File: config.mk
export PLATFORM = sky130hd
export DESIGN_NAME = mem_wb_pipe
export DESIGN_NICKNAME = d
export VERILOG_FILES = /design/src/rtl/mem_wb_pkg.sv /design/src/rtl/mem_wb_slot.sv /design/src/rtl/mem_wb_pipe.sv
export SDC_FILE = /design/constraint.sdc
export NUM_CORES = 1
export LEC_CHECK = 0
export ABC_CLOCK_PERIOD_IN_PS = 1650
export CAP_MARGIN = 15
export CORE_AREA = 2 2 171 173
export DETAILED_ROUTE_END_ITERATION = 7
export DIE_AREA = 0 0 173 175
export GPL_TIMING_DRIVEN = 0
export PLACE_DENSITY = 0.65
export SYNTH_ARGS = -nofsm -noshare
export SYNTH_HDL_FRONTEND = slang
export SYNTH_SLANG_ARGS = --single-unit
File: constraint.sdc
create_clock -name clk -period 1.65 [get_ports clk]
set_input_delay 0.4125 -clock clk [delete_from_list [all_inputs] [get_ports clk]]
set_output_delay 0.4125 -clock clk [all_outputs]
set_load 0.05 [all_outputs]
File: src/rtl/mem_wb_pkg.sv
// mem_wb_pkg: shared defaults, entry-width helper and r0 write filter for the MEM/WB stage.
package mem_wb_pkg;
  localparam int DEF_DW = 32;
  localparam int DEF_AW = 5;
  localparam int DEF_LANES = 1;
  localparam int MAX_AW = 16;
  function automatic int entry_w(input int dw, input int aw, input int lanes);
    return lanes * (1 + aw + dw) + 1 + 2 * dw;
  endfunction
  function automatic logic r0_filter(input logic we, input logic [MAX_AW-1:0] addr);
    return we && (addr != '0);
  endfunction
endpackage

File: src/rtl/mem_wb_slot.sv
// mem_wb_slot: one pipeline entry register with valid flag, load and clear (clear wins).
module mem_wb_slot #(
  parameter int W = 1
) (
  input  logic         clk,
  input  logic         reset,
  input  logic         load,
  input  logic         clr,
  input  logic [W-1:0] d,
  output logic         valid,
  output logic [W-1:0] q
);
  logic valid_d, valid_q;
  logic [W-1:0] data_d, data_q;
  always_comb begin
    valid_d = clr ? 1'b0 : load ? 1'b1 : valid_q;
    data_d = load ? d : data_q;
  end
  always_ff @(posedge clk) begin
    if (reset) begin
      valid_q <= 1'b0;
      data_q <= '0;
    end else begin
      valid_q <= valid_d;
      data_q <= data_d;
    end
  end
  assign valid = valid_q;
  assign q = data_q;
endmodule

File: src/rtl/mem_wb_pipe.sv
// mem_wb_pipe: MEM->WB register stage with valid/ready handshake, one-entry skid slot, stall, flush and r0 filter.
module mem_wb_pipe
  import mem_wb_pkg::*;
#(
  parameter int DW = DEF_DW,
  parameter int AW = DEF_AW,
  parameter int LANES = DEF_LANES
) (
  input  logic                clk,
  input  logic                reset,
  input  logic                stall,
  input  logic                flush,
  input  logic                mem_valid,
  output logic                mem_ready,
  input  logic [LANES-1:0]    mem_we,
  input  logic [LANES*AW-1:0] mem_waddr,
  input  logic [LANES*DW-1:0] mem_wdata,
  input  logic                mem_whilo,
  input  logic [DW-1:0]       mem_hi,
  input  logic [DW-1:0]       mem_lo,
  output logic                wb_valid,
  input  logic                wb_ready,
  output logic [LANES-1:0]    wb_we,
  output logic [LANES*AW-1:0] wb_waddr,
  output logic [LANES*DW-1:0] wb_wdata,
  output logic                wb_whilo,
  output logic [DW-1:0]       wb_hi,
  output logic [DW-1:0]       wb_lo,
  output logic                wb_pending
);
  localparam int EW = entry_w(DW, AW, LANES);
  logic [EW-1:0] new_e, out_e, skid_e;
  logic [LANES-1:0] we_f, o_we;
  logic o_whilo, out_v, skid_v, push, pop, out_load, out_clr, skid_load, skid_clr;
  always_comb begin
    for (int i = 0; i < LANES; i++) we_f[i] = r0_filter(mem_we[i], MAX_AW'(mem_waddr[i*AW +: AW]));
    new_e = {we_f, mem_waddr, mem_wdata, mem_whilo, mem_hi, mem_lo};
    mem_ready = !reset && !skid_v && !stall;
    push = mem_valid && mem_ready && !flush;
    pop = out_v && wb_ready && !stall && !flush;
    // SKID is never bypassed: while it holds an entry OUT refills only from it
    out_load = (pop && skid_v) || (push && (!out_v || pop));
    out_clr = flush || (pop && !skid_v && !push);
    skid_load = push && out_v && !pop;
    skid_clr = flush || pop;
  end
  mem_wb_slot #(.W(EW)) u_out (
    .clk(clk), .reset(reset), .load(out_load), .clr(out_clr),
    .d(skid_v ? skid_e : new_e), .valid(out_v), .q(out_e)
  );
  mem_wb_slot #(.W(EW)) u_skid (
    .clk(clk), .reset(reset), .load(skid_load), .clr(skid_clr),
    .d(new_e), .valid(skid_v), .q(skid_e)
  );
  assign {o_we, wb_waddr, wb_wdata, o_whilo, wb_hi, wb_lo} = out_e;
  assign wb_valid = out_v;
  assign wb_we = o_we & {LANES{out_v}};
  assign wb_whilo = o_whilo & out_v;
  assign wb_pending = skid_v;
endmodule
== After elaboration in Yosys (flattened, before gate mapping) ==
Cells that the tools add are included.
Storage, ports and cells
  memory bits (writable): 0
  memories kept: 0
  output and inout bits: 106
  input port bits: 109
  bits in latches: 0
  word-level logic and storage cells: 35
  register bits: 208
  bits in read-only memories: 0
Operators by class
  shifts and indexed selects: 0
  add/sub/neg operators: 0
  order comparisons: 0
  bitwise gates (word level): 2
  multipliers: 0
  reductions and logical operators: 28
  eq/ne operators: 0
  multiplexer cells: 1
  div/mod/pow operators: 0
Operators by type and width (number)
  $mux W103: 1
  $logic_and A1 B1 Y1: 14
  $logic_not A1 Y1: 7
  $reduce_bool A5 Y1: 1
  $logic_or A1 B1 Y1: 4
  $reduce_or A2 Y1: 2
  $and A1 B1 Y1: 2

== Logic depth before layout (Yosys ltp) ==
Gate-level depths: netlist (run 1).
  depth after elaboration: 9
  mapped depth: 6

== Hierarchy ==
Synthesis (run 1) repeated with hierarchy kept, for this count alone.
Second synthesis, totals
  cell total of the unflattened synthesis: 807
  area total of the unflattened synthesis: 8763.4 um^2
Modules (own cells, without submodules)
  mem_wb_slot: area an instance 3702.3 um^2, cells an instance 336, times used 2, seq. area each 2082.0 um^2
  mem_wb_pipe: area an instance 1358.8 um^2, cells an instance 135, times used 1, seq. area each 0.0 um^2

== Worst setup path before layout (run 1) ==
No wires, ideal clock.
  kind: register to output
  from: reg u_skid.valid_q, in the netlist u_skid.valid
  to: out mem_ready
  cell stages (with the launch flop): 5
  path buffers: 3
  required time: 1237 ps
  data arrival time: 2175 ps
  setup slack: -938 ps
  cell sequence: dfxtp_1 buf_2 buf_4 buf_4 nor3_1
Between the ends
  cells in the longest elaborated chain, start to end: 3
RTL lines
  start, declared: line mem_wb_slot.sv:13  | logic valid_d, valid_q;
  start signal, assigned: line mem_wb_slot.sv:24  | valid_q <= valid_d;
  $logic_not A1 Y1: line mem_wb_pipe.sv:38  | mem_ready = !reset && !skid_v && !stall;
  $logic_and A1 B1 Y1 (2 in series): line mem_wb_pipe.sv:38
  end, declared: line mem_wb_pipe.sv:14  | output logic mem_ready,
No other way between the ends.

== Worst setup path after layout (run 1) ==
Same ends and word-level chain as after synthesis.

==> summary.md, run 1 <==
| Metric | Value |
|---|---|
| Status | complete, but fails checks |
| Failing checks | setup timing |
| First-pass GRT wire length | 46900 µm |
| Critical Path RT | 1240 ps |
| LEAKAGE | 6.49 nW |
| Commonest non-fill, non-tap cell in the layout | dfxtp_1 |
| Hold_buf cts | 0 |
| H-tree depth | 1 |
| # DRC | 0 |
| Largest net degree at the start of global routing | 28 |
| Fmax | between 500 and 600 MHz |
| Crit path DAT | approximately 1500 ps |
| Leading area contributor after synthesis | dfxtp_1 |
| Die Y | ~180 µm |
| Most frequent cells in the layout | 206 x dfxtp_1, 205 x nand2_1, 130 x buf_4 |
| First-pass DRT Iterations | 4 |
| Unique cell type count in the Yosys netlist | 29 |
| Final non-filler cell area | about 15000 µm² |
| Total number of vias | 8934 |
| RSZ-0062 raised after global routing | true |
| Layout cell share with drive strength beyond 1 | 0.400 |
| Layout Nets | 1541 |
| Number of max-cap violations | 0 |
| Initial antenna violation count | 2 |
| Initial Util | 0.356 |
| Total track usage | 0.189 |
| CTS tree | built |
| VDD IR max | 0.575 mV |
| Routed wire per std cell | around 17 µm |
| Core area | around 28000 µm² |
| Antenna-violating nets left | 0 |
| Pwr dens | 800 nW/µm² |
| Period utilization | 1.14 |
| # port buffers | 214 |
| WL final | slightly above 30000 µm |
| Worst-Skew Late Latency | 510 ps |
| Seq/Total Area, Yosys | 0.412 |
| Tot Pwr | 11.8 mW |
| Area after DPL | roughly 13000 µm² |
| Clock Path Buffers | 3 |
| Final HPWL DP | just under 20000 µm |
| CP Class | flip-flop to primary output |
| Hold Vio Cnt, Final | 0 |
| Sink Count | ~210 |
| Crit path capture type | primary output |
| Minimum clock period | 1890 ps |
| Gpl congestion | approximately 0.8 |
| Syn_area_per_cell | 8.77 µm² |
| Cts bufs inserted | 24 |
| Pins Over Slew Limit | 0 |
| Final TNS setup | -9990 ps |
| Crit path launch | u_skid.valid |
| Vias per cell | 4.87 |
| Area Growth Syn to Fin | 45.5% |
| Die area | 30300 µm² |
| GRT overflow | 0 |
| Post-synth top area share | 0.412 |
| Worst Min Path Start | flush |
| Final hold slack | between 300 and 400 ps |
| Synthesized instance count | 1153 |
| DR iter-0 viols | 503 |
| Least-Margin Pin Slew | approximately 560 ps |
| CTS root buffer | clkbuf_16 |
| Startpoint types | flip-flop |
| Final worst slack | -239 ps |
| Vias in the first global route | around 8800 |
| FP Rows | 62 |
| Hold WC Path Type | input port to flip-flop |
| Synth Net Count | 1262 |
| Clock Skew | 12.0 ps |
| Slew margin rel. | 0.626 |
| Synthesized flop and latch total | between 200 and 250 |
| Die width | 173 µm |
| Reg-to-Reg Start | u_skid.valid |
| Synth area leaders | dfxtp_1 41%, mux2i_1 10%, mux2_2 9.7% |
| Synth Warn # | 0 |
| Clk pin slew, worst setup/hold paths | 70 ps |
| Max FO, Critical Path | 4 |
| # IOs | 215 |
| Synthesized area | just over 10000 µm² |
| Setup violators final | 103 |
[cell type report]
type | count | area [µm²]
fillers | 2612 | 13700
multi-input cells | 741 | 5190
flip-flops and latches | 208 | 4170
repair buffers | 258 | 2540
plain buffers | 198 | 1570
clock buffers | 34 | 689
well taps | 384 | 480
clock inverters | 7 | 60.1
diodes | 2 | 5.00
inverters | 1 | 3.75
[logic make-up after synthesis]
kind of cell | share of synthesized area
muxes | 0.217
DFF | 0.412
and+or+nand+nor | 0.139
buffers and inverters | 0.127
AOI/OAI and AO/OA | 0.106
[cell usage after synthesis]
cell type / count
nor2_1: 4
o21ai_1: 103
mux2_2: 87
nor4_2: 1
o2111ai_1: 1
dfxtp_1: 208
clkbuf_1: 42
nor4_1: 1
o221ai_2: 1
or4_1: 1
buf_4: 111
nor3_1: 2
and2_1: 3
buf_1: 10
and3b_1: 2
o311ai_1: 1
inv_2: 1
nand3_1: 102
nor2b_1: 1
mux2_1: 16
or3b_1: 1
nand2_1: 205
buf_6: 8
or4_4: 1
a21oi_1: 103
nand3b_1: 1
a22oi_1: 1
buf_2: 32
mux2i_1: 103
[power breakdown]
group | internal [mW] | switching (mW)
Combinational | 0.743 | 0.784
Sequential | 5.08 | 0.0335
Clock | 3.04 | 2.09
Total | 8.87 | 2.90
[timing repair]
action / 4_1_cts / 5_1_grt
setup endpoints to repair: 313 / 227
gates resized for setup: 695 / 148
buffers inserted: 19 / 8
pin swaps: 31 / 50
cloned: 10 / 8
[flip-flops by register name, summed over array words and instances, names as in the netlist]
signal / cells
u_skid.valid: 1
u_out.valid: 1
u_out.q: 103
u_skid.q: 103
[path summary, 6_finish.rpt]
| kind | cells after the start | to | slack, ps |
|---|---|---|---|
| hold / removal | 2 | u_skid.valid | 370 |
| setup reg to reg | 7 | u_skid.q[48] | -210 |
| hold reg to reg | 2 | u_skid.q[86] | 450 |
| setup / recovery | 4 | mem_ready | -240 |
[critical path, cell delays in order (launching register included)]
cell,delay (ps)
dfxtp_4,360
buf_12,130
buf_12,120
nor3_4,160
buf_6,190
[stage by stage]
| step | instances | worst slack (ps) | util |
|---|---|---|---|
| 2_1_floorplan | 1153 | -28.0 | - |
| 3_3_place_gp | 1751 | -1320 | 0.449 |
| 3_5_place_dp | 1751 | -1310 | 0.449 |
| 4_1_cts | 1816 | -245 | 0.491 |
| 5_1_grt | 1832 | -272 | 0.518 |
| 6_report | 1833 | -239 | 0.518 |
[per-layer routing]
metal  global-route usage  up-vias  wire (µm)
li1                     -     4434          -
met1                0.240     4245      13300
met2                0.333      217      14900
met3               0.0350       38       1580
met4               0.0427        0        588
met5                    0        -          0
Note: power is estimated with default switching activity, not from simulation.
==> run 2, diff against run 1 <==
--- a/config.mk
+++ b/config.mk
@@ -11,6 +11,7 @@
 export DETAILED_ROUTE_END_ITERATION = 7
 export DIE_AREA = 0 0 173 175
 export GPL_TIMING_DRIVEN = 0
+export MAX_ROUTING_LAYER = met4
 export PLACE_DENSITY = 0.65
 export SYNTH_ARGS = -nofsm -noshare
 export SYNTH_HDL_FRONTEND = slang
==> summary.md, run 2 (synthesis results as in run 1) <==
| Metric | Value |
|---|---|
| Routed wire per std cell | 16.6 µm (about the same) |
| Tot Pwr | 11.8 mW (about the same) |
| Largest net degree at the start of global routing | 28 (unchanged) |
| DR iter-0 viols | 493 (was 503) |
| VDD IR max | 0.578 mV (was 0.575 mV) |
| RSZ-0062 raised after global routing | true (unchanged) |
| Sink Count | 208 (unchanged) |
| LEAKAGE | 6.50 nW (was 6.49 nW) |
| Final worst slack | -243 ps (was -239 ps) |
| Die width | 173 µm (unchanged) |
| Pins Over Slew Limit | 0 (unchanged) |
| DP Worst Slack | -1310 ps (unchanged) |
| Failing checks | setup timing (unchanged) |
| Antenna-violating nets left | 0 (unchanged) |
| Least-Margin Pin Slew | 557 ps (was 561 ps) |
| FP Rows | 62 (unchanged) |
| Cts bufs inserted | 24 (unchanged) |
| Final hold slack | 370 ps (was 371 ps) |
| Hold WC Path Type | input port to flip-flop (unchanged) |
| Slew margin rel. | 0.628 (was 0.626) |
| Initial antenna violation count | 2 (unchanged) |
| GRT overflow | 0 (unchanged) |
| Total number of vias | 8932 (was 8934) |
| # IOs | 215 (unchanged) |
| # port buffers | 214 (unchanged) |
| Clock Path Buffers | 3 (unchanged) |
| Commonest non-fill, non-tap cell in the layout | dfxtp_1 (unchanged) |
| CTS tree | built (unchanged) |
| Hold_buf cts | 0 (unchanged) |
| Max FO, Critical Path | 4 (unchanged) |
| Die Y | 175 µm (unchanged) |
| Minimum clock period | 1890 ps (about the same) |
| Critical Path RT | 1240 ps (about the same) |
| Clk pin slew, worst setup/hold paths | 70 ps (about the same) |
| Core area | 28400 µm² (unchanged) |
| Worst-Skew Late Latency | 520 ps (was 510 ps) |
| Vias in the first global route | 8838 (was 8829) |
| WL final | 30400 µm (about the same) |
| Clock Skew | 12.5 ps (was 12.0 ps) |
| Hold Vio Cnt, Final | 0 (unchanged) |
| Crit path capture type | primary output (unchanged) |
| Final TNS setup | -10250 ps (was -9990 ps) |
| Layout fillers | 2613 (was 2612) |
| First-pass DRT Iterations | 5 (was 4) |
| Period utilization | 1.15 (was 1.14) |
| Final HPWL DP | 19900 µm (unchanged) |
| Crit path DAT | 1480 ps (about the same) |
| Layout cell share with drive strength beyond 1 | 0.400 (unchanged) |
| First-pass GRT wire length | 47000 µm (was 46900 µm) |
| Most frequent cells in the layout | 206 x dfxtp_1, 205 x nand2_1, 129 x buf_4 (was 206 x dfxtp_1, 205 x nand2_1, 130 x buf_4) |
| CTS root buffer | clkbuf_16 (unchanged) |
| Post-layout util | 0.518 (about the same) |
| Area Growth Syn to Fin | 45.5% (about the same) |
| Gpl congestion | 0.796 (was 0.785) |
| Number of max-cap violations | 0 (unchanged) |
| Startpoint types | flip-flop (unchanged) |
| H-tree depth | 1 (unchanged) |
| Initial Util | 0.356 (unchanged) |
| Layout Nets | 1541 (unchanged) |
| Setup violators final | 103 (unchanged) |
| Status | complete, but fails checks (unchanged) |
| Total track usage | 0.195 (was 0.189) |
| Vias per cell | 4.87 (about the same) |
| Die area | 30300 µm² (unchanged) |
| CP Class | flip-flop to primary output (unchanged) |
| # DRC | 0 (unchanged) |
| Pwr dens | 800 nW/µm² (about the same) |
| Fmax | 528 MHz (was 529 MHz) |
-- run 2: path summary, 6_finish.rpt --
check                     from            to  slack (ps)  cells past startpoint
setup / recovery  u_skid.valid     mem_ready        -240                      4
hold / removal           flush  u_skid.valid         370                      2
hold reg to reg   u_skid.q[86]  u_skid.q[86]         460                      2
setup reg to reg  u_skid.valid  u_skid.q[48]        -210                      7
-- run 2: area by class of cell --
class | instances | area, µm² | area share
diodes | 2 | 5.00 | 0.000340
plain buffers | 198 | 1570 | 0.107
clock buffers | 34 | 689 | 0.0469
clock inverters | 7 | 60.1 | 0.00408
inverters | 1 | 3.75 | 0.000255
multi-input cells | 741 | 5190 | 0.353
flip-flops and latches | 208 | 4170 | 0.284
well taps | 384 | 480 | 0.0327
repair buffers | 258 | 2540 | 0.173
-- run 2: layer usage --
layer  up-vias  wire length, µm  track usage
met1      4246            13200        0.242
met4         0              589       0.0427
met2       219            15000        0.334
met3        39             1640       0.0324
li1       4428                -            -
met5         -                0            -
-- run 2: report_power, final --
group / total (mW) / internal [mW] / leakage (nW) / switching, mW
sequential: 5.11 / 5.08 / 1.68 / 0.0334
clock: 5.14 / 3.04 / 0.374 / 2.09
combinational: 1.53 / 0.744 / 4.44 / 0.782
-- run 2: stage by stage --
step / cell area, µm² / std cells
detailed placement: 12800 / 1751
CTS: 13900 / 1816
global placement: 12800 / 1751
floorplan: 10100 / 1153
finish: 14700 / 1833
global route: 14700 / 1833
-- run 2: critical path, stage by stage (launching register included) --
cell and delay (ps):
dfxtp_4 360, buf_12 130, buf_12 120, nor3_4 160, buf_6 190
-- run 2: what timing repair did --
item,CTS,global route
setup buffers,19,8
resized for setup,695,150
endpoints found under the setup margin,313,228
pin swaps,31,48
cloned,10,8
